## src/rtl/shift_reg_pkg.sv

```systemverilog
// Shared types and sizing helpers for the shift-register family (PISO now, SIPO later).
package shift_reg_pkg;

    typedef enum logic {
        ST_IDLE  = 1'b0,
        ST_SHIFT = 1'b1
    } piso_state_t;

    // Bits needed to index a WIDTH-bit word, never less than one.
    function automatic int cnt_width(input int w);
        return (w < 2) ? 1 : $clog2(w);
    endfunction

endpackage

```

## src/rtl/bit_counter.sv

```systemverilog
// Bit-position counter for serialisers: synchronous clear wins over increment.
module bit_counter #(
    parameter int WIDTH = 2
) (
    input  logic             clk,
    input  logic             rst_n,
    input  logic             clr_i,
    input  logic             inc_i,
    output logic [WIDTH-1:0] cnt_o
);

    logic [WIDTH-1:0] cnt_q;
    logic [WIDTH-1:0] cnt_d;

    always_comb begin
        cnt_d = cnt_q;
        if (clr_i) begin
            cnt_d = '0;
        end else if (inc_i) begin
            cnt_d = cnt_q + WIDTH'(1);
        end
    end

    always_ff @(posedge clk) begin
        if (!rst_n) begin
            cnt_q <= '0;
        end else begin
            cnt_q <= cnt_d;
        end
    end

    assign cnt_o = cnt_q;

endmodule

```

## src/rtl/piso_shift_reg.sv

```systemverilog
// Parallel-in serial-out shifter: one word per valid/ready load, one bit per clock.
// A load accepted in the last-bit cycle starts the next word with no idle gap.
module piso_shift_reg
    import shift_reg_pkg::*;
#(
    parameter int WIDTH     = 4,
    parameter bit MSB_FIRST = 1'b1
) (
    input  logic             clk,
    input  logic             rst_n,
    input  logic             load_valid,
    input  logic [WIDTH-1:0] load_data,
    output logic             load_ready,
    output logic             dout,
    output logic             dout_valid,
    output logic             last_bit,
    output logic             frame_done,
    output logic             busy
);

    localparam int            CW       = cnt_width(WIDTH);
    localparam logic [CW-1:0] CNT_LAST = CW'(WIDTH - 1);

    piso_state_t      state_q;
    piso_state_t      state_d;
    logic [WIDTH-1:0] shreg_q;
    logic [WIDTH-1:0] shreg_d;
    logic             frame_done_q;
    logic [CW-1:0]    cnt;
    logic             cnt_at_last;
    logic             load_fire;
    logic             cnt_clr;
    logic             cnt_inc;

    bit_counter #(
        .WIDTH (CW)
    ) u_bit_counter (
        .clk   (clk),
        .rst_n (rst_n),
        .clr_i (cnt_clr),
        .inc_i (cnt_inc),
        .cnt_o (cnt)
    );

    assign cnt_at_last = (cnt == CNT_LAST);

    always_comb begin
        state_d    = state_q;
        shreg_d    = shreg_q;
        cnt_clr    = 1'b0;
        cnt_inc    = 1'b0;
        load_ready = 1'b0;
        last_bit   = 1'b0;
        busy       = 1'b0;
        load_fire  = 1'b0;

        case (state_q)
            ST_IDLE: begin
                load_ready = 1'b1;
            end
            ST_SHIFT: begin
                busy       = 1'b1;
                last_bit   = cnt_at_last;
                load_ready = cnt_at_last;
            end
            default: begin
                load_ready = 1'b0;
            end
        endcase

        load_fire = load_valid & load_ready;

        // A load in the last-bit cycle takes priority over the return to IDLE.
        if (load_fire) begin
            shreg_d = load_data;
            cnt_clr = 1'b1;
            state_d = ST_SHIFT;
        end else if (state_q == ST_SHIFT) begin
            cnt_inc = 1'b1;
            if (MSB_FIRST) begin
                shreg_d = {shreg_q[WIDTH-2:0], 1'b0};
            end else begin
                shreg_d = {1'b0, shreg_q[WIDTH-1:1]};
            end
            if (cnt_at_last) begin
                state_d = ST_IDLE;
            end
        end
    end

    always_ff @(posedge clk) begin
        if (!rst_n) begin
            state_q      <= ST_IDLE;
            shreg_q      <= '0;
            frame_done_q <= 1'b0;
        end else begin
            state_q      <= state_d;
            shreg_q      <= shreg_d;
            frame_done_q <= last_bit;
        end
    end

    assign dout_valid = busy;
    assign dout       = busy & (MSB_FIRST ? shreg_q[WIDTH-1] : shreg_q[0]);
    assign frame_done = frame_done_q;

endmodule

```

## config.mk

```make
export PLATFORM = sky130hd
export DESIGN_NAME = piso_shift_reg
export DESIGN_NICKNAME = d
export VERILOG_FILES = /design/src/rtl/shift_reg_pkg.sv /design/src/rtl/bit_counter.sv /design/src/rtl/piso_shift_reg.sv
export SDC_FILE = /design/constraint.sdc
export NUM_CORES = 1
export LEC_CHECK = 0
export CAP_MARGIN = 10
export CORE_AREA = 2 2 39 41
export CTS_BUF_LIST = sky130_fd_sc_hd__clkbuf_16
export CTS_CLUSTER_SIZE = 40
export DETAILED_ROUTE_END_ITERATION = 8
export DIE_AREA = 0 0 41 43
export PLACE_DENSITY_LB_ADDON = 0.25
export SLEW_MARGIN = 10
export SYNTH_ARGS = -nofsm -noshare
export SYNTH_HDL_FRONTEND = slang
export SYNTH_SLANG_ARGS = --single-unit
export TNS_END_PERCENT = 10
```

## constraint.sdc

```tcl
create_clock -name clk -period 1.4 [get_ports clk]
set_input_delay 0.21 -clock clk [delete_from_list [all_inputs] [get_ports clk]]
set_output_delay 0.21 -clock clk [all_outputs]
set_load 0.01 [all_outputs]
```

==> results.py <==
metrics = {
    "run_status": {
        "outcome": "finished, final reports clean",
    },
    "placement": {
        "dp.cells": 65,
        "dpl_cell_area_sq_um": 514.2,
        "gp_congestion": 0.6578,
        "portBuffers": 12,
        "dpl.hpwl_um": 541.4,
        "place_ws_ns": 0.007602,
    },
    "sta": {
        "fin_ws_ns": 0.05328,
        "post-route-min-period_ns": 1.347,
        "rsz0062_at_grt": "no",
        "skew_ns": 0.002384,
        "holdWs_ns": 0.4679,
        "worst_pin_slew_ns": 0.3244,
        "period_share_pct": 96.19,
        "fin_tns_setup_ns": 0,
        "maxSlewHeadroom_pct": 78.30,
        "fmax_mhz": 742.5,
        "slew_viol_final": 0,
        "hold_violations": 0,
        "setup_viol": 0,
    },
    "cells_and_area": {
        "design.final.nets": 62,
        "syn_to_final_growth_pct": 61.59,
        "drive_gt1_share_pct": 38.46,
        "antenna_cells": 0,
        "final_area_sq_um": 584.3,
        "fillers": 146,
        "stdcell_count": 68,
        "multiInputGateArea_sq_um": 182.7,
        "seq_area_sq_um": 163.9,
        "postLayoutCoreUtil_pct": 42.22,
    },
    "route": {
        "drc": 0,
        "vias": 335,
        "wl_per_cell_um": 11.44,
        "wl_um": 778,
        "vias_per_cell": 4.926,
        "antenna_left": 0,
        "first_iter_violations": 6,
        "drt-pass1-iter-count": 4,
    },
    "yosys": {
        "async_flop_share_pct": 0,
        "syn_nets": 44,
        "ys_seq_elements": 8,
        "synth_edf_count": 0,
        "synth-seq-area-share_pct": 44.29,
        "ys_top_cells_by_area": "dfxtp_1 (44%), o221a_1 (9.3%), o31a_2 (8.3%)",
        "ys_types": 19,
        "syn_inst": 36,
        "synth_commonest_cells": "dfxtp_1 (8), o221a_1 (3), o31a_2 (3)",
        "synthesis.area_sq_um": 361.6,
        "ys.flop_type": "dfxtp_1",
        "yosysWarnings": 0,
        "yosysMostFrequentCell": "dfxtp_1",
        "synth_top_area_share_pct": 44.29,
        "syn_avg_cell_area_sq_um": 10.04,
        "synth_area_leader_cell": "dfxtp_1",
    },
    "power_and_ir_drop": {
        "power_density_mw_per_mm2": 1397,
        "p_leak_nw": 0.2393,
        "switching_share_pct": 18.62,
        "p_total_mw": 0.8164,
        "seqPwrFrac_pct": 31.2,
        "p_switching_mw": 0.1520,
        "clkPwrFrac_pct": 58.0,
        "pwr-share-comb_pct": 10.9,
        "ir_drop_uv": 553.2,
        "power.internal_mw": 0.6644,
    },
    "worst_hold_path": {
        "worstHoldPathCells": 2,
        "hold_class": "reg -> reg",
        "hold_end": "u_bit_counter.cnt_o[1]$_SDFFE_PP0P_",
        "min_from": "u_bit_counter.cnt_o[1]$_SDFFE_PP0P_",
    },
    "die": {
        "die_area_sq_mm": 0.001763,
        "initial_utilization_pct": 26.13,
        "num_io_pins": 13,
        "rows": 14,
        "core_sq_mm": 0.001384,
        "die_y_um": 43,
        "die_w_um": 41,
    },
    "grt": {
        "grt_first_pass_wirelength_um": 1414,
        "grt_overflow_total": 0,
        "grt.total_usage_pct": 12.30,
        "first_global_vias": 329,
        "grt_max_degree": 11,
        "antenna_found_initial": 0,
    },
    "critical_path": {
        "ff2ff_setup_slack_ns": 0.20,
        "path_buf_inv": 1,
        "critPathKind": "reg -> out",
        "crit_arrival_ns": 1.14,
        "slowest_delay_ns": 0.54,
        "cp-end-kind": "output port",
        "crit_fanout": 8,
        "r2r_cells": 5,
        "timing.rr.start": "u_bit_counter.cnt_o[0]$_SDFFE_PP0P_",
        "worstPathCellList": "clkdlybuf4s50_1",
        "cp.required_ns": 1.19,
        "cpLargestDelayFamily": "buffers and inverters",
        "worst_setup_path_start_kind": "register",
        "slowest_stage": "clkdlybuf4s50_1",
        "r2r_end": "shreg_q[1]$_SDFFE_PN0P_",
    },
    "clock_network": {
        "clkSinkCount": 8,
        "clk_pin_slew_worst_paths_ns": 0.03,
        "hold_buffers": 0,
        "h-tree-depth": 1,
        "clockRootBuffer": "clkbuf_16",
        "cts_made_buffers": 3,
        "clk_latency_ns": 0.23,
        "cts_tree": "done",
        "clockBufferDepth": 2,
    },
    "job": {
        "maxCapViolCount": 0,
    },
}
per-layer routing:
layer	track usage (%)	wire, um	up-vias
li1	-	-	163
met1	14.98	347	153
met2	16.25	351	15
met3	4.712	58	4
met4	10.00	21	0
met5	0	0	-
power groups by stage:
stage / registers [mW] / clock network (mW) / logic (mW)
2_1_floorplan: 0.258 / 0 / 0.0462
6_report: 0.254 / 0.473 / 0.0887
4_1_cts: 0.254 / 0.482 / 0.0900
5_1_grt: 0.257 / 0.495 / 0.0985
3_3_place_gp: 0.258 / 0 / 0.0905
3_5_place_dp: 0.258 / 0 / 0.0911
final cells by class:
cell class                      count  area share [%]
Multi-Input combinational cell     24           31.26
Tap cell                           16           3.426
Inverter                            1          0.6424
Sequential cell                     8           28.05
Timing Repair Buffer               16           23.77
Clock buffer                        3           12.85
kinds of logic after synthesis:
group,count (synthesis),share of synthesized area (%)
buf+inv,4,5.882
simple gates,13,21.45
flops,8,44.29
fa+ha+maj,1,3.460
compound gates,10,24.91
flip-flops by register name, summed over array words and instances (netlist names):
register,count
shreg_q,4
u_bit_counter.cnt_o,2
frame_done,1
state_q,1
worst max-delay path by stage:
stage,from,to,slack [ns],depth (start not counted)
floorplan,u_bit_counter.cnt_o[0]$_SDFFE_PP0P_,shreg_q[0]$_SDFFE_PN0P_,0.30,4
global placement,u_bit_counter.cnt_o[0]$_SDFFE_PP0P_,load_ready,0.005,3
detailed placement,u_bit_counter.cnt_o[0]$_SDFFE_PP0P_,load_ready,0.008,3
CTS,u_bit_counter.cnt_o[0]$_SDFFE_PP0P_,last_bit,0.01,3
global route,state_q$_SDFF_PN0_,busy,0.02,1
finish,state_q$_SDFF_PN0_,busy,0.05,1
cell usage in the layout (no fill, tap or decap):
cell / count
nand2_1: 2
nand3_1: 2
nand2_2: 2
buf_4: 4
clkbuf_2: 2
ha_2: 1
nor2b_1: 1
and2_2: 2
dfxtp_1: 7
dlygate4sd2_1: 1
clkbuf_16: 3
nand2b_2: 1
dfxtp_4: 1
a21boi_0: 1
o21ai_1: 2
o31a_2: 3
nor2_1: 1
o221a_1: 3
a32oi_1: 1
inv_1: 1
nand2b_1: 1
clkdlybuf4s50_1: 9
and3_2: 1
what timing repair did:
item                       4_1_cts  5_1_grt
setup endpoints to repair        5        2
hold endpoints to repair         0        0
gates resized for setup          7        3
pin swaps                        0        0
buffers inserted                 0        0
Note: power is estimated with default switching activity, not from simulation.
